`config.mk`:
```
export PLATFORM = sky130hd
export DESIGN_NAME = z80_bus_ctrl
export DESIGN_NICKNAME = d
export VERILOG_FILES = /design/src/rtl/z80_bus_ctrl.sv
export SDC_FILE = /design/constraint.sdc
export NUM_CORES = 1
export LEC_CHECK = 0
export BUFFER_PORTS_ARGS = -buffer_cell sky130_fd_sc_hd__buf_2
export CORE_ASPECT_RATIO = 1.2
export CORE_UTILIZATION = 44
export DETAILED_ROUTE_END_ITERATION = 10
export HOLD_SLACK_MARGIN = 0.1
export PLACE_DENSITY = 0.77
export SLEW_MARGIN = 10
export SYNTH_ARGS = -nofsm -noshare
export SYNTH_HDL_FRONTEND = slang
export SYNTH_SLANG_ARGS = --single-unit
```
`constraint.sdc`:
```
create_clock -name clk -period 2.64 [get_ports clk]
set_input_delay 0.264 -clock clk [delete_from_list [all_inputs] [get_ports clk]]
set_output_delay 0.264 -clock clk [all_outputs]
set_load 0.05 [all_outputs]
```
`src/rtl/z80_bus_ctrl.sv`:
```
// Z80 bus controller: decodes CPU memory/I/O/interrupt-acknowledge cycles, inserts
// wait states and drives a sync-RAM window plus a bank of latched I/O channels.
module z80_bus_ctrl #(
    parameter int          MEM_AW   = 10,
    parameter int          IO_CH    = 4,
    parameter logic [7:0]  IO_BASE  = 8'hB8,
    parameter int          WAIT_CYC = 1,
    parameter logic [7:0]  INT_VEC  = 8'hFF
) (
    input  logic                clk,
    input  logic                reset,
    input  logic [15:0]         address,
    input  logic [7:0]          dbus_out,
    input  logic                rd_n,
    input  logic                wr_n,
    input  logic                mreq_n,
    input  logic                iorq_n,
    input  logic                m1_n,
    output logic [7:0]          dbus_in,
    output logic                wait_n,
    output logic [MEM_AW-1:0]   mem_addr,
    output logic [7:0]          mem_din,
    output logic                mem_we,
    input  logic [7:0]          mem_dout,
    output logic [IO_CH-1:0]    io_sel,
    output logic                io_rd,
    output logic                io_wr,
    output logic [7:0]          io_wdata,
    input  logic [8*IO_CH-1:0]  io_rdata,
    output logic [8*IO_CH-1:0]  port_latch,
    output logic [7:0]          unmapped_cnt
);

    typedef enum logic [2:0] {S_IDLE, S_WAIT, S_ACCESS, S_CAPTURE, S_HOLD} state_t;
    localparam logic [1:0] K_MEM = 2'd0, K_IO = 2'd1, K_ACK = 2'd2;

    state_t             state_q, state_d;
    logic [3:0]         cnt_q, cnt_d;
    logic               evt_q, evt_d, arm_q, arm_d, wr_q, wr_d, hit_q, hit_d;
    logic [1:0]         kind_q, kind_d;
    logic [2:0]         ch_q, ch_d;
    logic [7:0]         dbus_in_q, dbus_in_d, io_wdata_q, io_wdata_d, unm_q, unm_d;
    logic [8*IO_CH-1:0] port_latch_q, port_latch_d;

    logic       act, ack, any_req, start, io_hit, mem_hit, start_hit;
    logic [7:0] io_off;

    assign act     = (!mreq_n || !iorq_n) && (!rd_n || !wr_n) && m1_n;
    assign ack     = !iorq_n && !m1_n;
    assign any_req = act || ack;
    // arm_q stays low after reset until the bus has been seen idle once
    assign start   = (state_q == S_IDLE) && any_req && !evt_q && arm_q;

    assign io_off    = address[7:0] - IO_BASE;
    assign io_hit    = io_off < 8'(IO_CH);
    assign mem_hit   = (32'(address) >> MEM_AW) == 32'd0;
    assign start_hit = ack ? 1'b1 : (!iorq_n ? io_hit : mem_hit);

    assign mem_addr     = address[MEM_AW-1:0];
    assign mem_din      = dbus_out;
    assign dbus_in      = dbus_in_q;
    assign io_wdata     = io_wdata_q;
    assign port_latch   = port_latch_q;
    assign unmapped_cnt = unm_q;

    always_ff @(posedge clk or posedge reset) begin
        if (reset) begin
            state_q      <= S_IDLE;
            cnt_q        <= 4'd0;
            evt_q        <= 1'b0;
            arm_q        <= 1'b0;
            wr_q         <= 1'b0;
            hit_q        <= 1'b0;
            kind_q       <= K_MEM;
            ch_q         <= 3'd0;
            dbus_in_q    <= 8'hFF;
            io_wdata_q   <= 8'h00;
            unm_q        <= 8'h00;
            port_latch_q <= '0;
        end else begin
            state_q      <= state_d;
            cnt_q        <= cnt_d;
            evt_q        <= evt_d;
            arm_q        <= arm_d;
            wr_q         <= wr_d;
            hit_q        <= hit_d;
            kind_q       <= kind_d;
            ch_q         <= ch_d;
            dbus_in_q    <= dbus_in_d;
            io_wdata_q   <= io_wdata_d;
            unm_q        <= unm_d;
            port_latch_q <= port_latch_d;
        end
    end

    always_comb begin
        state_d = state_q;
        cnt_d   = cnt_q;
        case (state_q)
            S_IDLE: begin
                if (start) begin
                    if (WAIT_CYC > 0) begin
                        state_d = S_WAIT;
                        cnt_d   = 4'(WAIT_CYC);
                    end else begin
                        state_d = S_ACCESS;
                    end
                end
            end
            S_WAIT: begin
                cnt_d = cnt_q - 4'd1;
                if (cnt_q <= 4'd1) state_d = S_ACCESS;
            end
            S_ACCESS:  state_d = (kind_q == K_ACK || !wr_q) ? S_CAPTURE : S_HOLD;
            S_CAPTURE: state_d = S_HOLD;
            S_HOLD:    if (!any_req) state_d = S_IDLE;
            default:   state_d = S_IDLE;
        endcase
    end

    always_comb begin
        evt_d        = any_req;
        arm_d        = arm_q || !any_req;
        kind_d       = kind_q;
        wr_d         = wr_q;
        hit_d        = hit_q;
        ch_d         = ch_q;
        dbus_in_d    = dbus_in_q;
        io_wdata_d   = io_wdata_q;
        unm_d        = unm_q;
        port_latch_d = port_latch_q;
        if (start) begin
            kind_d = ack ? K_ACK : (!iorq_n ? K_IO : K_MEM);
            wr_d   = !ack && !wr_n;
            hit_d  = start_hit;
            ch_d   = io_off[2:0];
            if (!ack && !iorq_n && !wr_n && io_hit) io_wdata_d = dbus_out;
            if (!start_hit && unm_q != 8'hFF) unm_d = unm_q + 8'd1;
        end
        if (state_q == S_ACCESS && kind_q == K_IO && wr_q && hit_q)
            port_latch_d[int'(ch_q)*8 +: 8] = dbus_out;
        if (state_q == S_CAPTURE) begin
            if (kind_q == K_ACK)      dbus_in_d = INT_VEC;
            else if (!hit_q)          dbus_in_d = 8'hFF;
            else if (kind_q == K_MEM) dbus_in_d = mem_dout;
            else                      dbus_in_d = io_rdata[int'(ch_q)*8 +: 8];
        end
    end

    always_comb begin
        wait_n = !(state_q == S_WAIT || state_q == S_ACCESS || state_q == S_CAPTURE);
        mem_we = (state_q == S_ACCESS) && kind_q == K_MEM && wr_q && hit_q;
        io_wr  = (state_q == S_ACCESS) && kind_q == K_IO && wr_q && hit_q;
        io_rd  = (state_q == S_ACCESS) && kind_q == K_IO && !wr_q && hit_q;
        io_sel = (io_wr || io_rd) ? (IO_CH'(1) << ch_q) : '0;
    end

endmodule
```
* Yosys cells after proc, flatten, opt, wreduce, memory -nomap -nowiden
Cells that the tools add are included.
W data, S select, Z words.
** Cells by class
- $add $sub $neg :: 4
- Multipliers :: 0
- Div/mod/pow operators :: 0
- $lt $le $gt $ge :: 2
- Eq/ne operators :: 10
- Shifts and indexed selects :: 4
- Mux-type cells :: 16
- Bitwise gates (word level) :: 0
- Reduce and logical (&&, ||, !) cells :: 46
** Operator list (number)
- $neg A6 Y33 :: 1
- $shift A8 B33 Y32 const A :: 1
- $shiftx A8 B33 Y32 :: 1
- $bwmux W32 :: 1
- $logic_not A32 Y1 :: 1
- $shiftx A32 B7 Y8 :: 1
- $mux W8 :: 3
- $logic_and A1 B1 Y1 :: 19
- $pmux W3 S5 :: 1
- $mux W3 :: 4
- $logic_not A1 Y1 :: 11
- $add A8 B1 Y8 const B :: 1
- $logic_or A1 B1 Y1 :: 8
- $lt A8 B3 Y1 const B :: 1
- $mux W4 :: 2
- $ne A8 B8 Y1 const B :: 1
- $pmux W4 S2 :: 1
- $sub A8 B8 Y8 const B :: 1
- $eq A3 B2 Y1 const B :: 2
- $ne A2 B2 Y1 const B :: 3
- $reduce_and A2 Y1 :: 3
- $le A4 B1 Y1 const B :: 1
- $shl A1 B3 Y4 const A :: 1
- $sub A4 B1 Y4 const B :: 1
- other kinds (10) :: 12
** Storage, ports and cells
- Register bits after elaboration :: 72
- Latch bits :: 0
- Memory bits (writable) :: 0
- Memory bits (read-only) :: 0
- Memories kept :: 0

* Depth between registers and ports, before layout
- Depth in word-level cells :: 10
- Gate-level depth with buffers :: 9
- Depth with buffers taken out :: 7

* Worst setup path before layout
No wires, ideal clock.
- Kind :: reg2reg
- Start :: register ch_q[0]
- End :: register port_latch_q[10] (netlist: port_latch[10])
- Library setup time :: 0.125 ns
- Arrival time :: 2.451 ns
- Setup slack :: 0.064 ns
- Cell stages (with the launch flop) :: 9
- Path buffers :: 2
- Cells stage by stage :: dfrtp_1 -> buf_2 -> inv_1 -> ha_1 -> ha_1 -> or3b_4 -> or3_1 -> buf_6 -> mux2_4
** On the way
- Longest elaborated chain between the ends :: 3
** RTL lines
- start: declaration :: line 41 : logic [2:0] ch_q, ch_d;
- start signal: assignment :: line 88 : ch_q <= ch_d;
- $neg A6 Y33 * :: line 141 : port_latch_d[int'(ch_q)*8 +: 8] = dbus_out;
- $shiftx A8 B33 Y32 / $shift A8 B33 Y32 (equally long branches) :: line 141
- $bwmux W32 * :: line 141
- end signal: assignment :: line 92 : port_latch_q <= port_latch_d;
- end: declaration :: line 43 : logic [8*IO_CH-1:0] port_latch_q, port_latch_d;
Mark *: on every way between the ends. The rest lies on a longest branch, timed or not.
A chain may end at the register's enable or synchronous reset.

* Worst setup path in the final report
- Start :: register state_q[2]
- End :: register port_latch_q[13] (netlist: port_latch[13])
** On the way
- Longest elaborated chain between the ends :: 4
** RTL lines
- start: declaration :: line 37 : state_t state_q, state_d;
- start signal: assignment :: line 81 : state_q <= state_d;
- $eq A3 B2 Y1 :: line 140 : if (state_q == S_ACCESS && kind_q == K_IO && wr_q && hit_q)
- $logic_and A1 B1 Y1 (3 in a row) :: line 140
Every way passes these cells.

==> flow_summary.yaml <==
floorplanning:
  row_count: 36
  start_util_pct: 45.33
  die_w_microns: 85.67
  die_h_microns: 102.4
  core_area_sq_um: 8153
  io-pin-count: 153
  die-area_sq_um: 8772
worst_setup_path:
  cp.required_ps: 2870
  critPathArrivalTime_ps: 2580
  crit_type: "flip-flop to flip-flop"
  endpoint_kind: "flip-flop"
  critPathSlowestCell: "or3_1"
  crit_buf_inv: 0
  reg2reg_from: "state_q[2]"
  path_cells: "and4bb_1 -> nand4b_1 -> or3b_4 -> or3_1 -> mux2_4"
  cp-start-kind: "flip-flop"
  crit_path_start: "state_q[2]"
  cpLargestDelayFamily: "simple AND/OR/NAND/NOR gates"
  crit_fanout: 8
  cpPeakStageDelay_ps: 540
power:
  power.density_nw_per_um2: 848.1
  power_frac_seq_pct: 37.3
  p_clk_share_pct: 21.3
  pwr-share-comb_pct: 41.4
  p_sw_share_pct: 41.09
  peakVddDrop_uv: 601.0
  power.switching_w: 0.001627
  leakage_nw: 2.516
  finalPower_w: 0.003959
  power.internal_w: 0.002333
detailed_routing:
  drt-wirelength-per-cell_microns: 15.31
  drc_errors: 0
  via_per_inst: 5.077
  vias: 2904
  routed_wl_mm: 8.756
  ant_nets: 0
  first_pass_iters: 4
  drt_iter0_markers: 123
cts:
  cts_buffers: 9
  cts_resized: 0
  tritoncts: "done"
  cts.path.max_buffers: 2
  htreeDepth: 3
  cts.sinks: 72
  clk_pin_slew_ps: 80
  cts-root-buf: "clkbuf_8"
  clock_latency_ps: 340
synthesis:
  ys_top_cells_by_area: "dfrtp_1 43%, mux2_2 7.6%, dfstp_2 5.7%, mux4_2 4.9%, buf_4 3.7%"
  synthFlopType: "dfrtp_1"
  synth_area_leader_cell: "dfrtp_1"
  synth_edf_count: 0
  synth_seq_area_share_pct: 49.02
  syn_area_per_cell_sq_um: 11.88
  yosysTopAreaCellShare_pct: 43.33
  yosysUniqueCellTypes: 46
  async_flop_share_pct: 100.0
  ys_ff_latch: 72
  syn_nets: 391
  synthCells: 311
  yosysWarnings: 0
  syn_area_sq_um: 3696
cells_and_area:
  layout_commonest_cell: "buf_2"
  design_area_sq_um: 4668
  area_growth_pct: 26.30
  diodes: 0
  final_cell_mix: "148 x buf_2, 64 x dfrtp_1, 25 x mux2_2, 23 x nor2_1, 15 x nand2_1"
  nFillCells: 697
  final_nets: 533
  regArea_sq_um: 1812
  drive_above_1_share_pct: 49.56
  multi_input_area_sq_um: 1654
place:
  io_buffer_count: 148
  gp_congestion: 0.8026
  dp_hpwl_mm: 6.764
  placed_area_sq_um: 4471
timing:
  setup_viol: 0
  fin_setup_tns_ps: 0
  final.setup_skew_ps: 8.999
  maxSlewViolCount: 0
  final-hold-violation-count: 0
  fmax_ghz: 0.4251
  finalCritPeriodShare_pct: 89.11
  worst_slew_pin_slew_ps: 669.6
  rsz0062_at_grt: "no"
  relSlewSlack_pct: 55.30
  fin_crit_ps: 2352
run_status:
  status: "finished clean"
global_route:
  gr-usage-all-layers_pct: 20.57
  grt_pass1_wl_mm: 13.78
  grt_max_degree: 44
  antenna_found_initial: 0
  gr-total-overflow: 0
  grt_pass1_vias: 2851
worst_hold_path:
  hold_class: "input port to flip-flop"
  hp-start: "wr_n"
flow_run:
  cap_viol_max_count: 0
==> cell families (layout without fill, tap and decap cells) <==
kind of cell	Yosys count	after routing	synth area share (%)
xor+xnor	9	9	2.133
simple gates	99	99	15.37
fa+ha+maj	9	9	3.047
compound gates	34	34	5.722
flops	72	72	49.02
buf+inv	38	185	6.229
mux	50	50	18.48
==> cells in the mapped netlist, types with 2 or more instances <==
cell type,n
clkbuf_1,3
buf_2,4
inv_1,11
buf_6,2
nand2b_1,5
nor4b_1,2
nand3_1,7
xor2_1,8
mux4_2,8
or4_1,2
dfstp_2,8
and2_1,12
o21ai_0,8
and3_1,5
mux2_1,9
nor2b_1,7
ha_1,9
a22oi_1,8
nor3_1,4
a21oi_1,12
mux2_2,25
nor2_1,23
a31oi_1,2
mux2_4,8
nand2_1,15
nor4_1,4
dfrtp_1,64
buf_4,18
==> repair_timing <==
item	4_1_cts	5_1_grt
buffers inserted	0	0
hold endpoints to repair	21	0
hold buffers	1	0
==> through the flow <==
stage	hold WS, ps	worst slack, ps	cells	utilization, %
global route	164.0	176.6	572	57.26
floorplan	362.3	63.61	311	-
CTS	150.7	279.9	572	57.26
detailed placement	401.1	274.6	555	54.83
global placement	389.0	321.5	555	54.83
finish	164.6	287.6	572	57.26
==> per-layer routing <==
layer | GRT usage, % | vias to the layer above | wire length, microns
met2 | 33.29 | 98 | 4314
met1 | 27.10 | 1419 | 3829
met4 | 9.872 | 0 | 250
li1 | - | 1367 | -
met5 | 0 | - | 0
met3 | 3.473 | 20 | 361
==> final cells by class <==
class                   instances  area share, %
multi-input cells             201          35.43
repair buffers                158          17.80
flip-flops and latches         72          38.81
well taps                     114          3.055
clock buffers                  10          2.734
clock inverters                 6          1.287
inverters                      11         0.8845
==> final timing paths <==
| check | endpoint | slack [ps] | cells after the start |
|---|---|---|---|
| setup / recovery | port_latch[13] | 290 | 5 |
| hold / removal | wr_q | 160 | 2 |
| setup reg to reg | port_latch[13] | 290 | 5 |
| hold reg to reg | arm_q | 460 | 1 |
| max in group asynchronous | port_latch[28] | 1410 | 4 |
| min in group asynchronous | state_q[2] | 570 | 3 |
==> power groups by stage <==
stage / sequential [W] / combinational, W / clock (W)
after global routing: 0.00150 / 0.00179 / 0.000915
after global placement: 0.00148 / 0.00161 / 0
after detailed placement: 0.00150 / 0.00165 / 0
after CTS: 0.00148 / 0.00166 / 0.000872
after floorplan: 0.00180 / 0.000940 / 0
final: 0.00148 / 0.00164 / 0.000845
==> state kept, by name (all words and copies together), names as in the netlist <==
name,cells
port_latch,32
dbus_in,8
io_wdata,8
unmapped_cnt,8
cnt_q,4
ch_q,3
state_q,3
kind_q,2
arm_q,1
evt_q,1
hit_q,1
wr_q,1
No activity file was read; power rests on OpenSTA's default activity.
